`src/rtl/pll_reset_sequencer.sv`:
```
// ---------------------------------------------------------------------------
// pll_reset_sequencer
//
// Brings up three PLLs and releases the dependent clock-domain resets in a
// fixed, staggered order once every PLL has held lock for a stable period.
// It retries the PLL reset on lock timeout and latches FAULT after too many
// consecutive timeouts. Once running, a lock loss pulls every domain back
// into reset and restarts the whole sequence.
//
// Ports
//   clkin        in   1  24 MHz board clock
//   rst_n        in   1  asynchronous active-low reset
//   lock_core    in   1  asynchronous lock, core PLL
//   lock_hdmi    in   1  asynchronous lock, HDMI PLL
//   lock_audio   in   1  asynchronous lock, audio PLL
//   pll_rst      out  1  active-high reset to all three PLLs
//   core_rst_n   out  1  core domain reset (active low)
//   audio_rst_n  out  1  audio domain reset (active low)
//   hdmi_rst_n   out  1  HDMI domain reset (active low)
//   all_locked   out  1  system running
//   fault        out  1  retries exhausted, terminal until rst_n
//   retry_cnt    out  2  consecutive lock timeouts
//   loss_cnt     out  8  lock-loss events, saturating at 255
//   state        out  3  FSM state encoding
// ---------------------------------------------------------------------------
module pll_reset_sequencer #(
  parameter int PLL_RST_CYCLES = 24,
  parameter int LOCK_TIMEOUT   = 240000,
  parameter int STABLE_CYCLES  = 2400,
  parameter int STAGGER_CYCLES = 16,
  parameter int MAX_RETRIES    = 3
) (
  input  logic       clkin,
  input  logic       rst_n,
  input  logic       lock_core,
  input  logic       lock_hdmi,
  input  logic       lock_audio,
  output logic       pll_rst,
  output logic       core_rst_n,
  output logic       audio_rst_n,
  output logic       hdmi_rst_n,
  output logic       all_locked,
  output logic       fault,
  output logic [1:0] retry_cnt,
  output logic [7:0] loss_cnt,
  output logic [2:0] state
);

  function automatic int max_of(input int a, input int b);
    if (a > b) begin
      return a;
    end else begin
      return b;
    end
  endfunction

  // Counter must hold the largest terminal value of any timed state.
  localparam int MAX_P = max_of(max_of(PLL_RST_CYCLES, LOCK_TIMEOUT),
                                max_of(STABLE_CYCLES, STAGGER_CYCLES));
  localparam int CNT_W = $clog2(MAX_P + 1);

  localparam logic [CNT_W-1:0] CNT_ZERO     = CNT_W'(0);
  localparam logic [CNT_W-1:0] CNT_ONE      = CNT_W'(1);
  localparam logic [CNT_W-1:0] PLL_RST_LAST = CNT_W'(PLL_RST_CYCLES - 1);
  localparam logic [CNT_W-1:0] LOCK_LAST    = CNT_W'(LOCK_TIMEOUT - 1);
  localparam logic [CNT_W-1:0] STABLE_LAST  = CNT_W'(STABLE_CYCLES - 1);
  localparam logic [CNT_W-1:0] STAGGER_LAST = CNT_W'(STAGGER_CYCLES - 1);
  localparam logic [1:0]       RETRY_LIMIT  = 2'(MAX_RETRIES);

  localparam logic [2:0] ST_PLL_RST   = 3'd0;
  localparam logic [2:0] ST_WAIT_LOCK = 3'd1;
  localparam logic [2:0] ST_STABLE    = 3'd2;
  localparam logic [2:0] ST_REL_CORE  = 3'd3;
  localparam logic [2:0] ST_REL_AUDIO = 3'd4;
  localparam logic [2:0] ST_REL_HDMI  = 3'd5;
  localparam logic [2:0] ST_RUN       = 3'd6;
  localparam logic [2:0] ST_FAULT     = 3'd7;

  function automatic logic [7:0] sat_inc8(input logic [7:0] v);
    if (v == 8'hFF) begin
      return v;
    end else begin
      return v + 8'd1;
    end
  endfunction

  logic [2:0]       lock_meta_r;
  logic [2:0]       lock_sync_r;
  logic             all_sync_s;
  logic [2:0]       state_r;
  logic [CNT_W-1:0] cnt_r;
  logic [1:0]       retry_r;
  logic [7:0]       loss_r;
  logic             pll_rst_r;
  logic             core_rst_n_r;
  logic             audio_rst_n_r;
  logic             hdmi_rst_n_r;
  logic             all_locked_r;
  logic             fault_r;

  logic [2:0]       next_state_s;
  logic [CNT_W-1:0] next_cnt_s;
  logic [1:0]       next_retry_s;
  logic [1:0]       retry_inc_s;
  logic [7:0]       next_loss_s;

  assign all_sync_s = &lock_sync_r;

  // Two-flop synchronizers for the three asynchronous lock inputs.
  always_ff @(posedge clkin or negedge rst_n) begin
    if (!rst_n) begin
      lock_meta_r <= 3'b000;
      lock_sync_r <= 3'b000;
    end else begin
      lock_meta_r <= {lock_hdmi, lock_audio, lock_core};
      lock_sync_r <= lock_meta_r;
    end
  end

  // Next-state, counter and event-counter logic.
  always_comb begin
    next_state_s = state_r;
    next_retry_s = retry_r;
    next_loss_s  = loss_r;
    retry_inc_s  = retry_r + 2'd1;
    case (state_r)
      ST_PLL_RST: begin
        if (cnt_r == PLL_RST_LAST) begin
          next_state_s = ST_WAIT_LOCK;
        end else begin
          next_state_s = ST_PLL_RST;
        end
      end
      ST_WAIT_LOCK: begin
        if (all_sync_s) begin
          next_state_s = ST_STABLE;
        end else if (cnt_r == LOCK_LAST) begin
          next_retry_s = retry_inc_s;
          if (retry_inc_s == RETRY_LIMIT) begin
            next_state_s = ST_FAULT;
          end else begin
            next_state_s = ST_PLL_RST;
          end
        end else begin
          next_state_s = ST_WAIT_LOCK;
        end
      end
      ST_STABLE: begin
        // Any drop restarts the lock wait; retries are not charged for it.
        if (!all_sync_s) begin
          next_state_s = ST_WAIT_LOCK;
        end else if (cnt_r == STABLE_LAST) begin
          next_state_s = ST_REL_CORE;
          next_retry_s = 2'd0;
        end else begin
          next_state_s = ST_STABLE;
        end
      end
      // In the release and run states a lock drop wins over stagger expiry.
      ST_REL_CORE: begin
        if (!all_sync_s) begin
          next_state_s = ST_PLL_RST;
          next_loss_s  = sat_inc8(loss_r);
        end else if (cnt_r == STAGGER_LAST) begin
          next_state_s = ST_REL_AUDIO;
        end else begin
          next_state_s = ST_REL_CORE;
        end
      end
      ST_REL_AUDIO: begin
        if (!all_sync_s) begin
          next_state_s = ST_PLL_RST;
          next_loss_s  = sat_inc8(loss_r);
        end else if (cnt_r == STAGGER_LAST) begin
          next_state_s = ST_REL_HDMI;
        end else begin
          next_state_s = ST_REL_AUDIO;
        end
      end
      ST_REL_HDMI: begin
        if (!all_sync_s) begin
          next_state_s = ST_PLL_RST;
          next_loss_s  = sat_inc8(loss_r);
        end else if (cnt_r == STAGGER_LAST) begin
          next_state_s = ST_RUN;
        end else begin
          next_state_s = ST_REL_HDMI;
        end
      end
      ST_RUN: begin
        if (!all_sync_s) begin
          next_state_s = ST_PLL_RST;
          next_loss_s  = sat_inc8(loss_r);
        end else begin
          next_state_s = ST_RUN;
        end
      end
      ST_FAULT: begin
        next_state_s = ST_FAULT;
      end
      default: begin
        next_state_s = ST_PLL_RST;
      end
    endcase

    // Counter restarts on every state change and is frozen in untimed states.
    if (next_state_s != state_r) begin
      next_cnt_s = CNT_ZERO;
    end else if ((state_r == ST_RUN) || (state_r == ST_FAULT)) begin
      next_cnt_s = cnt_r;
    end else begin
      next_cnt_s = cnt_r + CNT_ONE;
    end
  end

  // State, counter and event-counter registers.
  always_ff @(posedge clkin or negedge rst_n) begin
    if (!rst_n) begin
      state_r <= ST_PLL_RST;
      cnt_r   <= CNT_ZERO;
      retry_r <= 2'd0;
      loss_r  <= 8'd0;
    end else begin
      state_r <= next_state_s;
      cnt_r   <= next_cnt_s;
      retry_r <= next_retry_s;
      loss_r  <= next_loss_s;
    end
  end

  // Output registers decoded from the next state so they change with it.
  always_ff @(posedge clkin or negedge rst_n) begin
    if (!rst_n) begin
      pll_rst_r     <= 1'b1;
      core_rst_n_r  <= 1'b0;
      audio_rst_n_r <= 1'b0;
      hdmi_rst_n_r  <= 1'b0;
      all_locked_r  <= 1'b0;
      fault_r       <= 1'b0;
    end else begin
      pll_rst_r     <= (next_state_s == ST_PLL_RST) || (next_state_s == ST_FAULT);
      core_rst_n_r  <= (next_state_s == ST_REL_CORE) || (next_state_s == ST_REL_AUDIO) ||
                       (next_state_s == ST_REL_HDMI) || (next_state_s == ST_RUN);
      audio_rst_n_r <= (next_state_s == ST_REL_AUDIO) || (next_state_s == ST_REL_HDMI) ||
                       (next_state_s == ST_RUN);
      hdmi_rst_n_r  <= (next_state_s == ST_REL_HDMI) || (next_state_s == ST_RUN);
      all_locked_r  <= (next_state_s == ST_RUN);
      fault_r       <= (next_state_s == ST_FAULT);
    end
  end

  assign pll_rst     = pll_rst_r;
  assign core_rst_n  = core_rst_n_r;
  assign audio_rst_n = audio_rst_n_r;
  assign hdmi_rst_n  = hdmi_rst_n_r;
  assign all_locked  = all_locked_r;
  assign fault       = fault_r;
  assign retry_cnt   = retry_r;
  assign loss_cnt    = loss_r;
  assign state       = state_r;

endmodule

```
`config.mk`:
```
export PLATFORM = sky130hd
export DESIGN_NAME = pll_reset_sequencer
export DESIGN_NICKNAME = d
export VERILOG_FILES = /design/src/rtl/pll_reset_sequencer.sv
export SDC_FILE = /design/constraint.sdc
export NUM_CORES = 1
export LEC_CHECK = 0
export CORE_UTILIZATION = 45
export CTS_BUF_LIST = sky130_fd_sc_hd__clkbuf_8
export CTS_CLUSTER_DIAMETER = 100
export DETAILED_ROUTE_END_ITERATION = 6
export PLACE_DENSITY = 0.72
export REMOVE_ABC_BUFFERS = 1
export SYNTH_ARGS = -nofsm -noshare
export SYNTH_HDL_FRONTEND = slang
export SYNTH_SLANG_ARGS = --single-unit
export TNS_END_PERCENT = 50
```
`constraint.sdc`:
```
create_clock -name clkin -period 2 [get_ports clkin]
set_input_delay 0.2 -clock clkin [delete_from_list [all_inputs] [get_ports clkin]]
set_output_delay 0.2 -clock clkin [all_outputs]
set_load 0.1 [all_outputs]
```
==> summary.md <==
| Metric | Value |
|---|---|
| Synth top cells by count | dfrtp_1 (42), nor3_1 (22), nand2_1 (20), nor2_1 (15), xnor2_1 (15) |
| Setup ws final | -0.0621 ns |
| Cell count after synthesis | 215 |
| CP max stage delay | 0.42 ns |
| Row count | 24 |
| Fillers | 327 |
| Worst Hold Path EP | lock_meta_r[2] |
| Cell Area, Synth | 2170 um2 |
| Critical Path Slowest Stage Cell | dfrtp_1 |
| Start of the worst register-to-register path | cnt_r[17] |
| Synth async-reset ratio | 1.00 |
| WL met3 | 200 um |
| Mux cell area share after synthesis | 0.0144 |
| Post-layout min period | 2.06 ns |
| Drt pass-1 iters | 4 |
| Number of max-cap violations | 0 |
| Cell count after placement | 326 |
| Setup WS pre-CTS | -0.251 ns |
| GP Congestion | 0.946 |
| Synth Area per Inst | 10.1 um2 |
| CTS tree | done |
| Simple-Gate Fraction of Synth Area | 0.252 |
| Max Root-Sink Buffers | 2 |
| Via density | 5.55 |
| Post-layout util | 0.699 |
| H-tree levels | 2 |
| Finished Layout Cells | 345 |
| Top-count cell post-synth | dfrtp_1 |
| Area Overhead vs Synth | 45.0% |
| PD cells | 907 nW/um2 |
| Yosys cell types | 46 |
| CP Capture Type | register |
| Vias | 1,916 |
| I/O pin total | 24 |
| Final Hold Vio Count | 0 |
| Post-Synth XOR/XNOR Area | 0.101 |
| Final count of pins violating max slew | 0 |
| Failing checks | negative setup slack |
| Wl on met1 | 2.45 mm |
| P_sw | 0.978 mW |
| Wire per inst | 15.7 um |
| Skew-Pair Late Insertion Delay | 0.30 ns |
| Largest area contributor in the netlist | dfrtp_1 |
| Status | finished with violations |
| Diodes inserted | 0 |
| Critical path class | reg -> reg |
| Cell-internal power | 1.88 mW |
| Post-synth EDFFs | 0 |
| Synth top area share | 0.484 |
| Crit path DAT | 2.30 ns |
| CTS Buf Count | 5 |
| DPL Wire Length | 3.33 mm |
| Final net count | 300 |
| Cell count of the worst reg-to-reg path | 6 |
| Setup crit start kind | register |
| Post-synthesis compound-gate area fraction | 0.0922 |
| Residual DRC count | 0 |
| Seq pwr share | 0.361 |
| Die W | 71.5 um |
| RR Endpoint | pll_rst |
| Max layer used | met4 |
| Largest net degree at the start of global routing | 44 |
| Full die area | 5110 um2 |
| First-pass GRT wire length | 8.54 mm |
| PortBufs | 23 |
| Slew Limit Headroom | 0.643 |
| P_leak | 1.49 nW |
| Post-synthesis register bit count | 43 |
| Die height | 71.5 um |
| Area of the multi-input gates | 1240 um2 |
| # clock sinks | 43 |
| Largest fanout on the critical path | 5 |
| Flop2flop setup slack | -0.06 ns |
| Met2 WL | 2.67 mm |
| Ys Warns | 0 |
| Root Buffer | clkbuf_8 |
| Peak VDD IR | 0.000907 V |
| Hold depth | 1 |
| Finish-stage setup viols | 14 |
| Worst-margin pin slew | 0.536 ns |
| Max Clk Rate | 485 MHz |
| Detail Route Antenna Nets | 0 |
| Net Sw Frac | 0.342 |
| Tcrit/Tclk final | 1.03 |
| Final Skew | 0.00341 ns |
| Top FF cell, synth | dfrtp_1 |
| Clock power share | 0.285 |
| Hold Crit Class | in -> reg |
| Unrepaired setup endpoints after global routing | true |
| Adder-cell share of the synthesized area | 0.0173 |
| GR Overflow Total | 0 |
| Routed WL | 5.42 mm |
| Seq/Total Area, Yosys | 0.496 |
| Worst path cell trace | nor4_4 > nand3_2 > o311a_1 > a311o_2 > or2_1 > o2bb2ai_2 |
| Sequential cell area | 1080 um2 |
| Combinational share of power | 0.354 |
| Synth top area cells | dfrtp_1 (48%), xnor2_1 (6.0%), nor3_1 (5.1%), xor2_1 (4.0%), nand2_1 (3.5%) |
| Core Area | 4500 um2 |
| Hold Path Origin | lock_hdmi |
| Clock transition at path regs | 0.08 ns |
| Total global-route track usage | 0.219 |
| Share of cells above drive strength 1 | 0.416 |
| Data required, critical path | 2.24 ns |
| Vias in the first global route | 1,831 |
| Antenna violations before repair | 0 |
| Largest family of logic cells by synthesized area | simple AND/OR/NAND/NOR gates |
| DRC violation total after the first TritonRoute iteration | 146 |
| Initial Util | 0.482 |
==> cells in the final DEF (no fill, tap or decap), types with 2 or more instances in the layout <==
cell,synthesis,layout
nor4_4,1,2
o31ai_2,0,2
xor2_1,10,10
nand3b_1,2,2
and4_1,4,4
nor3_4,0,2
dfrtp_1,42,41
nor3_2,1,9
o21ai_0,4,4
or3_1,3,2
nand3_1,13,12
nor3_1,22,12
nor2_1,15,14
buf_6,1,7
a21oi_2,0,2
xnor2_1,15,15
nand3_2,1,2
nand4_1,4,4
and3_1,8,6
and3_4,0,2
a21oi_1,6,4
buf_4,0,64
nand2_2,0,4
ha_1,3,2
inv_1,7,7
a21boi_2,0,2
bufinv_16,0,2
nand2_1,20,16
clkbuf_8,0,5
clkdlybuf4s50_1,0,3
==> flip-flops by register name, indices dropped and copies added (netlist names) <==
| name | count |
|---|---|
| retry_cnt | 2 |
| audio_rst_n | 1 |
| lock_sync_r | 3 |
| core_rst_n | 1 |
| fault | 1 |
| state | 3 |
| hdmi_rst_n | 1 |
| pll_rst | 1 |
| lock_meta_r | 3 |
| cnt_r | 18 |
| loss_cnt | 8 |
| all_locked | 1 |
==> power by group through the flow <==
stage | registers (mW) | clock network, mW | logic (mW)
final | 1.03 | 0.814 | 1.01
after global routing | 1.04 | 0.861 | 1.09
after CTS | 1.03 | 0.828 | 0.916
after detailed placement | 1.05 | 0 | 0.866
after global placement | 1.04 | 0 | 0.857
after floorplan | 1.27 | 0 | 0.300
==> metrics by stage <==
step | power (mW) | TNS, ns | hold WS (ns) | area, um2
final | 2.86 | -0.364 | 0.328 | 3150
after global routing | 3.00 | -2.09 | 0.323 | 3150
after CTS | 2.78 | -0.342 | 0.325 | 2970
after detailed placement | 1.91 | -3.88 | 0.310 | 2700
after global placement | 1.90 | -3.59 | 0.302 | 2700
after floorplan | 1.57 | -13.06 | -0.0956 | 2140
==> area by class of cell <==
class | count | share of cell area
repair buffers | 76 | 0.192
flip-flops and latches | 43 | 0.342
inverters | 7 | 0.00834
clock buffers | 5 | 0.0218
multi-input cells | 159 | 0.394
well taps | 52 | 0.0207
clock inverters | 3 | 0.0214
==> per-layer routing <==
layer | global-route usage | up-vias
met4 | 0.0741 | 0
met1 | 0.298 | 933
li1 | - | 921
met3 | 0.0478 | 10
met2 | 0.351 | 52
met5 | 0 | -
==> how the worst max path moves through the flow <==
stage                       to  depth (start not counted)      start
floorplan             cnt_r[0]                          6   state[1]
global placement      cnt_r[1]                          7   cnt_r[0]
detailed placement   cnt_r[13]                          7   cnt_r[0]
CTS                 hdmi_rst_n                          6  cnt_r[17]
global route           pll_rst                          6  cnt_r[12]
finish                 pll_rst                          6  cnt_r[17]
==> logic make-up after synthesis <==
family	count (synthesis)
AOI/OAI and AO/OA	27
DFF	43
buffers and inverters	13
and+or+nand+nor	101
xor gates and xnor gates	25
adders and majority gates	3
muxes	3
==> critical path, delay by kind of cell, from the launching register on <==
family / cells / cell delay (ns)
DFF: 1 / 0.42
and+or+nand+nor: 3 / 0.75
AOI/OAI and AO/OA: 3 / 0.83
==> timing repair <==
item | 4_1_cts | 5_1_grt
setup endpoints to repair | 20 | 21
setup buffers | 5 | 4
gates resized for setup | 18 | 37
cloned | 1 | 0
hold buffers | 1 | 0
pin swaps | 5 | 4
hold endpoints to repair | 42 | 0
Note: power is estimated with default switching activity, not from simulation.
